`src/rtl/seg7_capture.sv`:
```
// Seven-segment bus monitor: debounces (digit, pattern) pairs and recovers hex nibbles per digit.
// Optional saturating error counter enabled by defining SEG7_CAP_ERRCNT_EN.
module seg7_capture #(
    parameter int DIGITS     = 8,
    parameter int STABLE_CYC = 4
) (
    input  logic                  clk,
    input  logic                  rst_n,
    input  logic [7:0]            seg_n,
    input  logic [DIGITS-1:0]     an_n,
    output logic [4*DIGITS-1:0]   value,
    output logic [DIGITS-1:0]     blank,
    output logic [DIGITS-1:0]     dp,
    output logic                  upd_valid,
    output logic [2:0]            upd_idx,
    output logic                  err,
    output logic [7:0]            err_cnt
);

    // state | meaning
    // IDLE  | no valid digit select seen
    // TRACK | counting consecutive identical (digit, pattern) samples
    // HOLD  | current pair committed, waiting for a change
    typedef enum logic [1:0] {IDLE, TRACK, HOLD} state_t;

    state_t      state, state_nxt;
    logic [7:0]  seg_q;
    logic [DIGITS-1:0] an_q;
    logic [7:0]  cnt, cnt_nxt;
    logic [2:0]  cur_idx;
    logic [7:0]  cur_s;
    logic [2:0]  idx_now;
    logic        sel_valid;
    logic        differ;
    logic        latch;
    logic        commit;
    logic        pat_known;
    logic        pat_blank;
    logic [3:0]  pat_nib;

    // {known, blank, nibble} for s[7:1] = {a..g}
    function automatic logic [5:0] decode(input logic [6:0] p);
        case (p)
            7'h7E: decode = 6'b10_0000;
            7'h30: decode = 6'b10_0001;
            7'h6D: decode = 6'b10_0010;
            7'h79: decode = 6'b10_0011;
            7'h33: decode = 6'b10_0100;
            7'h5B: decode = 6'b10_0101;
            7'h5F: decode = 6'b10_0110;
            7'h70: decode = 6'b10_0111;
            7'h7F: decode = 6'b10_1000;
            7'h7B: decode = 6'b10_1001;
            7'h77: decode = 6'b10_1010;
            7'h1F: decode = 6'b10_1011;
            7'h4E: decode = 6'b10_1100;
            7'h3D: decode = 6'b10_1101;
            7'h4F: decode = 6'b10_1110;
            7'h47: decode = 6'b10_1111;
            7'h00: decode = 6'b01_0000;
            default: decode = 6'b00_0000;
        endcase
    endfunction

    always_ff @(posedge clk or negedge rst_n) begin
        if (!rst_n) begin
            seg_q <= '0;
            an_q  <= '1;
        end else begin
            seg_q <= ~seg_n;
            an_q  <= an_n;
        end
    end

    always_comb begin
        idx_now = '0;
        for (int i = 0; i < DIGITS; i++) begin
            if (!an_q[i]) idx_now = 3'(i);
        end
    end

    assign sel_valid = ($countones(~an_q) == 1);
    assign differ    = (idx_now != cur_idx) || (seg_q != cur_s);
    assign {pat_known, pat_blank, pat_nib} = decode(cur_s[7:1]);

    always_comb begin
        state_nxt = state;
        cnt_nxt   = cnt;
        latch     = 1'b0;
        commit    = 1'b0;
        case (state)
            IDLE: begin
                if (sel_valid) begin
                    state_nxt = TRACK;
                    latch     = 1'b1;
                    cnt_nxt   = 8'd1;
                end
            end
            TRACK: begin
                if (!sel_valid) begin
                    state_nxt = IDLE;
                    cnt_nxt   = 8'd0;
                end else if (differ) begin
                    latch   = 1'b1;
                    cnt_nxt = 8'd1;
                end else if (cnt + 8'd1 == 8'(STABLE_CYC)) begin
                    commit    = 1'b1;
                    state_nxt = HOLD;
                    cnt_nxt   = 8'(STABLE_CYC);
                end else begin
                    cnt_nxt = cnt + 8'd1;
                end
            end
            HOLD: begin
                if (!sel_valid) begin
                    state_nxt = IDLE;
                    cnt_nxt   = 8'd0;
                end else if (differ) begin
                    state_nxt = TRACK;
                    latch     = 1'b1;
                    cnt_nxt   = 8'd1;
                end
            end
            default: begin
                state_nxt = IDLE;
                cnt_nxt   = 8'd0;
            end
        endcase
    end

    always_ff @(posedge clk or negedge rst_n) begin
        if (!rst_n) begin
            state     <= IDLE;
            cnt       <= '0;
            cur_idx   <= '0;
            cur_s     <= '0;
            value     <= '0;
            blank     <= '1;
            dp        <= '0;
            upd_valid <= 1'b0;
            upd_idx   <= '0;
            err       <= 1'b0;
        end else begin
            state     <= state_nxt;
            cnt       <= cnt_nxt;
            upd_valid <= 1'b0;
            err       <= 1'b0;
            if (latch) begin
                cur_idx <= idx_now;
                cur_s   <= seg_q;
            end
            if (commit) begin
                if (pat_known || pat_blank) begin
                    upd_valid <= 1'b1;
                    upd_idx   <= cur_idx;
                    for (int i = 0; i < DIGITS; i++) begin
                        if (cur_idx == 3'(i)) begin
                            dp[i]    <= cur_s[0];
                            blank[i] <= pat_blank;
                            if (pat_known) value[4*i +: 4] <= pat_nib;
                        end
                    end
                end else begin
                    err <= 1'b1;
                end
            end
        end
    end

`ifdef SEG7_CAP_ERRCNT_EN
    always_ff @(posedge clk or negedge rst_n) begin
        if (!rst_n) begin
            err_cnt <= '0;
        end else if (commit && !pat_known && !pat_blank && err_cnt != 8'hFF) begin
            err_cnt <= err_cnt + 8'd1;
        end
    end
`else
    assign err_cnt = 8'd0;
`endif

endmodule

```
`config.mk`:
```
export PLATFORM = sky130hd
export DESIGN_NAME = seg7_capture
export DESIGN_NICKNAME = d
export VERILOG_FILES = /design/src/rtl/seg7_capture.sv
export SDC_FILE = /design/constraint.sdc
export NUM_CORES = 1
export LEC_CHECK = 0
export ABC_AREA = 1
export ABC_CLOCK_PERIOD_IN_PS = 3600
export BUFFER_PORTS_ARGS = -buffer_cell sky130_fd_sc_hd__clkbuf_2
export CELL_PAD_IN_SITES_DETAIL_PLACEMENT = 0
export CELL_PAD_IN_SITES_GLOBAL_PLACEMENT = 2
export CORE_MARGIN = 2
export CORE_UTILIZATION = 29
export CTS_CLUSTER_SIZE = 24
export DETAILED_ROUTE_END_ITERATION = 7
export MAX_ROUTING_LAYER = met4
export PLACE_DENSITY_LB_ADDON = 0.12
export REMOVE_ABC_BUFFERS = 1
export SLEW_MARGIN = 20
export SYNTH_ARGS = -nofsm -noshare
export SYNTH_HDL_FRONTEND = slang
export SYNTH_SLANG_ARGS = --single-unit
```
`constraint.sdc`:
```
create_clock -name clk -period 3.6 [get_ports clk]
set_input_delay 0.72 -clock clk [delete_from_list [all_inputs] [get_ports clk]]
set_output_delay 0.72 -clock clk [all_outputs]
set_load 0.02 [all_outputs]
```
==> run summary, run 1 <==
Yosys cell types: 30
YS warnings: 0
first-pass GRT wire length: 21.3 mm
Routed WL per cell: 14.0 um
Crit. End Element: flip-flop
Internal Power: 2.06 mW
Max Freq: 261 MHz
Sw Share: 0.385
part of the power in registers: 0.376
DRC violations left: 0
mux share of post-synthesis cell area: 0
period utilization: 1.06
Rows: 46
pin count of the biggest net entering global routing: 56
Synth Instances: 606
Final Critical Period: 3.83 ns
Die Y: 131 um
routability cong.: 0.816
core area: 15800 um^2
Yosys top cell area share: 0.397
largest cells by area after synthesis: dfrtp_1 (40%), nand2_1 (19%), dfstp_2 (9.0%)
crit path max fanout: 8
outcome: finished, violations left
# port buffers: 70
clk_lat worst skew: 0.35 ns
Congestion Overflow GR: 0
static leakage: 3.29 nW
IO Count: 79
commonest non-fill, non-tap cell in the layout: nand2_1
die width: 131 um
clock root cell: clkbuf_16
Mapped Avg Cell Area: 7.70 um^2
Detailed Place HPWL: 9.18 mm
area of placed instances: 5410 um^2
Clock transition at path regs: 0.07 ns
Final Skew: 0.00788 ns
critical path type: reg2reg
register area: 2270 um^2
antenna viol nets, final: 0
H-tree Lvls: 3
clk buf depth: 2
Synth Cell Area: 4670 um^2
Yosys reg bits: 90
Final Max Slew Viols: 0
initial drt markers: 181
Inserted Clock Buffers: 9
leading area contributor after synthesis: dfrtp_1
post-layout util: 0.386
Multi-input gate area: 2170 um^2
pwr/cell area: 549 nW/um^2
Power Total: 3.35 mW
final hold vios: 0
cts hold-fix bufs: 0
Data arrival, critical path: 4.12 ns
via count: 4154
Inst Count DP: 904
fill count: 1655
compound-gate portion of the synthesized area: 0.0314
initial core utilization: 0.295
clock sinks: 90
highest-count cells in the layout ignoring fill and taps: nand2_1 (225), inv_1 (79), dfrtp_1 (74)
Post-Place Setup Slack: -0.405 ns
hold slack: 0.451 ns
Req. time, crit path: 3.89 ns
Clock Power Share: 0.298
initial antenna violation count: 0
largest family of logic cells by synthesized area: simple AND/OR/NAND/NOR gates
Layout Cells excl Fill: 933
die area: 17100 um^2
GRT Overall Usage: 0.167
Synth Area in Adders: 0.0386
TritonCTS clock tree: done
XOR/XNOR Fraction of Synth Area: 0.00751
Seq/Total Area, Yosys: 0.487
Net Sw Power: 1.29 mW
antenna diode count: 0
Fin Setup TNS: -11.14 ns
Hold/Removal Path Class: in2async
Post-Route WL: 13.0 mm
Max-slew headroom: 0.482
worst ir drop on vdd: 0.000289 V
worst setup margin: -0.230 ns
layout cells sized above 1: 0.264
Area Growth Syn to Fin: 30.8%
Slew @ Worst Pin: 0.771 ns
CP Launch Type: flip-flop
DR pass1 iterations: 5
combinational share of power: 0.326
fraction of the mapped netlist area in simple logic gates: 0.341
RSZ-0062 raised after global routing: true
Final #Nets: 742
failing checks: negative setup slack
fin area: 6100 um^2
Max-Cap Viols: 0
number of global-route vias before repair: 4169
Vias/cell: 4.45
setup violators final: 73
==> flip-flops by register name (all words and copies together) (netlist names), 2 cells and up <==
signal,count
cur_s,8
cnt,8
value,32
state,2
cur_idx,3
an_q,8
upd_idx,3
seg_q,8
dp,8
blank,8
==> worst paths after layout <==
| check | from | to | slack (ns) | cells after the start |
|---|---|---|---|---|
| setup / recovery | an_q[1]$_DFF_PN1_ | value[1]$_DFFE_PN0P_ | -0.23 | 19 |
| setup reg to reg | an_q[1]$_DFF_PN1_ | value[1]$_DFFE_PN0P_ | -0.23 | 19 |
| max in group asynchronous | rst_n | blank[2]$_DFFE_PN1P_ | 2.42 | 2 |
| min in group clk | an_n[1] | an_q[1]$_DFF_PN1_ | 0.45 | 1 |
| hold / removal | rst_n | cnt[3]$_DFFE_PN0P_ | 0.45 | 1 |
| hold reg to reg | blank[5]$_DFFE_PN1P_ | blank[5]$_DFFE_PN1P_ | 0.46 | 2 |
==> per-layer routing <==
layer | routed length, um | GRT usage | vias up
met5 | 0 | - | -
met4 | 201 | 0.0582 | 0
met3 | 476 | 0.0273 | 17
met2 | 6170 | 0.269 | 81
met1 | 6180 | 0.215 | 1959
li1 | - | - | 2097
==> critical path, cell delays in order, from the launching register on <==
cell     delay [ns]
dfstp_2        0.54
fa_1           0.42
inv_1          0.08
fa_1           0.43
fa_1           0.51
ha_2           0.18
inv_2          0.04
fa_1           0.46
nand2_1        0.06
inv_2          0.06
nand3_4        0.07
inv_2          0.06
nand2_2        0.06
inv_4          0.07
buf_4          0.11
nand4_4        0.18
nor2_1         0.15
buf_4          0.15
nand2_1        0.06
nand2_1        0.09
==> cells in the mapped netlist (all sizes together) <==
cell type  count
nor2          42
nand4         27
a31o           1
fa             4
xnor2          1
clkbuf         1
nand2        238
ha             8
conb           1
o21ai         16
dfrtp         74
nand3         42
o211ai         1
buf           17
nand3b         3
nor3          15
dfstp         16
a21oi         10
inv           86
xor2           3
==> power by group through the flow <==
stage                     sequential [mW]  clock, mW  combinational, mW
after global placement               1.26          0              0.884
final                                1.26       1.00               1.09
after detailed placement             1.27          0              0.887
after global routing                 1.28       1.07               1.25
after CTS                            1.25       1.04              0.939
after floorplan                      1.22          0              0.573
==> repair_timing <==
| item | in CTS | in global routing |
|---|---|---|
| setup buffers | 5 | 3 |
| endpoints found under the setup margin | 69 | 74 |
| resized for setup | 26 | 39 |
| cloned | 2 | 3 |
| endpoints found under the hold margin | 0 | 0 |
| pin swaps | 22 | 13 |
==> layout make-up <==
class	count	area share
well taps	216	0.0443
clock buffers	12	0.0420
repair buffers	106	0.124
clock inverters	4	0.00922
multi-input cells	419	0.355
flip-flops and latches	90	0.372
inverters	86	0.0537
==> logic make-up after synthesis <==
kind of cell,after synthesis
adders and majority gates,12
buffers and inverters,104
xor gates and xnor gates,4
other,1
and+or+nand+nor,367
AOI/OAI and AO/OA,28
DFF,90
No activity file was read; power rests on OpenSTA's default activity.
==> inputs of run 2 (changes only) <==
Settings changed: ABC_CLOCK_PERIOD_IN_PS 3600 to 4400, CORE_UTILIZATION 29 to 33, CTS_BUF_LIST from default to sky130_fd_sc_hd__clkbuf_8.
Clock period 3.6 ns to 4.4 ns, I/O delays scaled along.
==> run summary, run 2 (synthesis results as in run 1) <==
fill count: 1459
period utilization: 0.910
combinational share of power: 0.296
antenna viol nets, final: 0
core area: 13800 um^2
outcome: completed
hold slack: 0.468 ns
H-tree Lvls: 3
setup slack, reg-to-reg: 0.40 ns
setup violators final: 0
clock sinks: 90
# Post-CTS Setup Buffers: 0
GRT Overall Usage: 0.172
largest register by flop count: value
Congestion Overflow GR: 0
die area: 15100 um^2
final hold vios: 0
Sw Share: 0.397
first-pass GRT wire length: 19.1 mm
initial antenna violation count: 0
via count: 3935
Hold/Removal Path Class: reg2reg
cts hold-fix bufs: 0
CP Launch Type: flip-flop
DR pass1 iterations: 4
DRC violations left: 0
routability cong.: 0.793
commonest non-fill, non-tap cell in the layout: nand2_1
initial drt markers: 229
initial core utilization: 0.337
pwr/cell area: 417 nW/um^2
Max Freq: 250 MHz
Internal Power: 1.36 mW
Final #Nets: 711
clk_lat worst skew: 0.37 ns
crit path max fanout: 8
TritonCTS clock tree: done
Clock Power Share: 0.252
clk buf depth: 2
Crit. End Element: flip-flop
hold path start: blank[6]$_DFFE_PN1P_
IO Count: 79
worst setup margin: 0.397 ns
clock root cell: clkbuf_8
Area Growth Syn to Fin: 15.8%
number of global-route vias before repair: 3781
Net Sw Power: 0.895 mW
number of flip-flops under the largest register name: 32
Data arrival, critical path: 4.31 ns
Post-Route WL: 11.6 mm
Max-slew headroom: 0.520
antenna diode count: 0
Final Skew: 0.0180 ns
RSZ-0062 raised after global routing: false
die width: 123 um
Fin Setup TNS: 0 ns
Final Max Slew Viols: 0
# port buffers: 70
pin count of the biggest net entering global routing: 55
Slew @ Worst Pin: 0.720 ns
Worst Setup SP: an_q[1]$_DFF_PN1_
Die Y: 123 um
static leakage: 3.00 nW
Final Critical Period: 4.00 ns
R2R Path Start: an_q[1]$_DFF_PN1_
Routed WL per cell: 13.4 um
part of the power in registers: 0.452
Detailed Place HPWL: 8.53 mm
Inserted Clock Buffers: 9
Req. time, crit path: 4.71 ns
Vias/cell: 4.54
layout cells sized above 1: 0.178
worst ir drop on vdd: 0.000203 V
Post-Place Setup Slack: 0.370 ns
Resized Gates After CTS: 0
Power Total: 2.25 mW
Clock transition at path regs: 0.09 ns
critical path type: reg2reg
Rows: 43
highest-count cells in the layout ignoring fill and taps: nand2_1 (235), inv_1 (85), dfrtp_1 (74)
Max-Cap Viols: 0
run 2: cell count changes in the layout (fill, tap and decap cells not counted), sizes merged:
cell      delta
buf         -29
clkbuf       -4
clkinv       +1
clkinvlp     +1
run 2: stage by stage:
stage | cells | cell area [um^2] | util
after floorplan | 595 | 4580 | -
after global placement | 849 | 5200 | 0.376
after detailed placement | 849 | 5200 | 0.376
after CTS | 865 | 5390 | 0.390
after global routing | 866 | 5400 | 0.391
final | 866 | 5400 | 0.391
run 2: power groups by stage:
stage               registers, mW  clock network (mW)  logic, mW
global placement             1.03                   0      0.658
global route                 1.04               0.640      0.778
detailed placement           1.04                   0      0.663
floorplan                   0.998                   0      0.469
finish                       1.02               0.567      0.666
CTS                          1.02               0.599      0.666
run 2: area by class of cell:
class,count,area (um^2),share of cell area
multi-input cells,419,1980,0.367
clock inverters,6,58.8,0.0109
inverters,86,323,0.0597
well taps,180,225,0.0417
repair buffers,75,407,0.0752
flip-flops and latches,90,2270,0.420
clock buffers,10,138,0.0255
run 2: routing by layer:
layer,routed length [um],vias up,share of wire,GRT usage
met5,0,-,0,-
met4,125,0,0.011,0.0453
met3,446,8,0.038,0.0434
met2,5500,67,0.47,0.272
met1,5570,1830,0.48,0.221
li1,-,2030,-,-
run 2: critical path, stage by stage (launching register included):
cell and delay, ns:
dfstp_2 0.55, fa_1 0.41, inv_1 0.07, fa_1 0.42
fa_1 0.49, ha_1 0.16, inv_1 0.05, fa_1 0.47
nand2_1 0.05, inv_1 0.04, nand3_1 0.13, inv_1 0.10
nand2_1 0.05, inv_1 0.11, nand4_2 0.27, nor2_1 0.39
nand2_1 0.08, nand2_1 0.09
run 2: worst paths after layout:
check	cells past startpoint	end
worst min-delay path	2	blank[6]$_DFFE_PN1P_
max in group asynchronous	2	blank[7]$_DFFE_PN1P_
worst max-delay path	17	value[10]$_DFFE_PN0P_
worst max register to register	17	value[10]$_DFFE_PN0P_
worst min register to register	2	blank[6]$_DFFE_PN1P_
min in group asynchronous	1	cnt[4]$_DFFE_PN0P_
==> inputs of run 3 (changes only) <==
Settings changed: ABC_AREA 1 to default, CORE_UTILIZATION 33 to 38, HOLD_SLACK_MARGIN from default to 0.03.
==> run summary, run 3 <==
pwr/cell area: 417 nW/um^2
static leakage: 2.71 nW
Seq/Total Area, Yosys: 0.489
failing checks: negative setup slack
Inserted Clock Buffers: 9
top cells by count, synth: dfrtp_1 (74), mux2_2 (45), inv_1 (35), dfstp_2 (16), nand2_1 (16)
# port buffers: 70
share of flip-flops with an asynchronous set or reset: 1.00
Req. time, crit path: 4.67 ns
Yosys top cell area share: 0.399
antenna diode count: 0
Synth Cell Area: 4640 um^2
Final Skew: 0.0148 ns
Multi-input gate area: 2240 um^2
largest cells by area after synthesis: dfrtp_1 (40%), mux2_2 (11%), dfstp_2 (9.1%)
Worst Setup SP: an_q[1]$_DFF_PN1_
FF-to-FF End: value[7]$_DFFE_PN0P_
Mapped Avg Cell Area: 11.7 um^2
Final Critical Period: 4.57 ns
GRT Overall Usage: 0.176
fraction of the mapped netlist area in simple logic gates: 0.163
final hold vios: 0
Synth Area in Adders: 0.0388
setup violators final: 20
initial core utilization: 0.388
largest family of logic cells by synthesized area: simple AND/OR/NAND/NOR gates
number of flip-flops under the largest register name: 32
YS warnings: 0
Vias/cell: 5.24
ys flop type: dfrtp_1
initial antenna violation count: 0
die area: 13100 um^2
XOR/XNOR Fraction of Synth Area: 0.0208
Clock transition at path regs: 0.09 ns
Yosys cell types: 68
via count: 3367
Post-Route WL: 10.6 mm
commonest non-fill, non-tap cell in the layout: dfrtp_1
clock sinks: 90
Rows: 40
Hold/Removal Path Class: reg2reg
routability cong.: 0.819
first-pass GRT wire length: 17.1 mm
top-count cell post-synth: dfrtp_1
setup slack, reg-to-reg: -0.17 ns
number of global-route vias before repair: 3222
fin area: 5610 um^2
Synth Instances: 397
Max-Cap Viols: 0
compound-gate portion of the synthesized area: 0.0960
Final #Nets: 521
register area: 2270 um^2
Routed WL per cell: 16.6 um
worst setup margin: -0.170 ns
mux share of post-synthesis cell area: 0.137
clk buf depth: 2
Yosys reg bits: 90
Area Growth Syn to Fin: 20.8%
area of placed instances: 5230 um^2
Max-slew headroom: 0.267
Fin Setup TNS: -2.34 ns
antenna viol nets, final: 0
RSZ-0062 raised after global routing: true
pin count of the biggest net entering global routing: 77
Reg2Reg Depth: 14
leading area contributor after synthesis: dfrtp_1
highest-count cells in the layout ignoring fill and taps: dfrtp_1 (74), clkbuf_2 (69), mux2_2 (45)
IO Count: 79
R2R Path Start: an_q[1]$_DFF_PN1_
period utilization: 1.04
outcome: finished, violations left
Congestion Overflow GR: 0
crit path max fanout: 5
Power Total: 2.34 mW
Max Freq: 219 MHz
clk_lat worst skew: 0.39 ns
worst ir drop on vdd: 0.000168 V
critical path type: reg2reg
Data arrival, critical path: 4.85 ns
cts hold-fix bufs: 0
fill count: 1138
initial drt markers: 98
H-tree Lvls: 3
DR pass1 iterations: 4
Die Y: 115 um
DRC violations left: 0
CP Launch Type: flip-flop
number of flops mapped to enable cells by yosys: 0
Slew @ Worst Pin: 1.10 ns
Final Max Slew Viols: 0
Detailed Place HPWL: 7.66 mm
layout cells sized above 1: 0.435
largest register by flop count: value
die width: 115 um
TritonCTS clock tree: done
clock root cell: clkbuf_8
Critical Path End: value[7]$_DFFE_PN0P_
core area: 12000 um^2
Crit. End Element: flip-flop
[run 3: changes by cell type after synthesis, moves of 5 or more]
cell      delta
clkbuf_1     +5
inv_1       -48
mux2_2      +45
mux2_4       +8
nand2_1    -219
nand2b_1     +7
nand3_1     -22
nand4_1     -23
nor2_1      -30
nor3_1       -6
nor4_1      +12
xor2_1       +6
[run 3: repair_timing]
item / in CTS / in global routing
buffers inserted: 4 / 5
gates resized for setup: 12 / 18
pin swaps: 4 / 7
cloned: 0 / 1
setup endpoints to repair: 43 / 63
[run 3: layout make-up]
type | count | share of cell area
clock buffer | 10 | 0.0245
timing repair buffer | 97 | 0.102
multi-input combinational | 258 | 0.400
clock inverter | 6 | 0.0125
sequential | 90 | 0.405
inverter | 35 | 0.0234
tap | 147 | 0.0328
[run 3: cell families (layout without fill, tap and decap cells)]
| logic type | after synthesis | in the layout |
|---|---|---|
| adder cells (fa/ha/maj) | 12 | 12 |
| buffers and inverters | 56 | 148 |
| AND/OR/NAND/NOR | 113 | 113 |
| other | 1 | 8 |
| flip-flops | 90 | 90 |
| multiplexers | 54 | 54 |
| AO/OA/AOI/OAI | 60 | 60 |
| XOR/XNOR | 11 | 11 |
[run 3: through the flow]
| stage | hold WS, ns | util | worst slack, ns | instances |
|---|---|---|---|---|
| 6_report | 0.468 | 0.469 | -0.170 | 643 |
| 2_1_floorplan | 0.494 | - | -0.214 | 383 |
| 4_1_cts | 0.468 | 0.461 | -0.157 | 639 |
| 3_3_place_gp | 0.449 | 0.437 | -0.180 | 619 |
| 3_5_place_dp | 0.454 | 0.437 | -0.288 | 619 |
| 5_1_grt | 0.497 | 0.469 | -0.329 | 643 |
[run 3: report_power, final]
group | internal [mW] | switching, mW | total [mW]
clock network | 0.284 | 0.319 | 0.603
logic | 0.279 | 0.368 | 0.647
registers | 0.892 | 0.200 | 1.09
total | 1.46 | 0.886 | 2.34
[run 3: worst min-delay path by stage]
stage	start	end	slack [ns]	cells after the start
2_1_floorplan	blank[0]$_DFFE_PN1P_	blank[0]$_DFFE_PN1P_	0.49	2
3_3_place_gp	blank[1]$_DFFE_PN1P_	blank[1]$_DFFE_PN1P_	0.45	2
3_5_place_dp	blank[1]$_DFFE_PN1P_	blank[1]$_DFFE_PN1P_	0.45	2
4_1_cts	blank[1]$_DFFE_PN1P_	blank[1]$_DFFE_PN1P_	0.47	2
5_1_grt	blank[1]$_DFFE_PN1P_	blank[1]$_DFFE_PN1P_	0.50	2
6_report	blank[7]$_DFFE_PN1P_	blank[7]$_DFFE_PN1P_	0.47	2
[run 3: worst max-delay path: stages (launching register included)]
cell	delay, ns
dfstp_2	0.55
fa_1	0.42
inv_1	0.09
fa_1	0.42
fa_1	0.51
ha_2	0.19
inv_2	0.04
fa_2	0.53
nand2_2	0.07
o41ai_4	0.29
o2111ai_4	0.22
or4_4	0.48
nor3b_4	0.21
buf_6	0.15
mux2_4	0.30
[run 3: routing by layer]
metal	vias to the layer above	track usage	wire length, um	share of wire
li1	1595	-	-	-
met2	79	0.261	5010	0.47
met1	1676	0.237	5020	0.47
met5	-	-	0	0
met4	0	0.0813	232	0.022
met3	17	0.0307	377	0.035
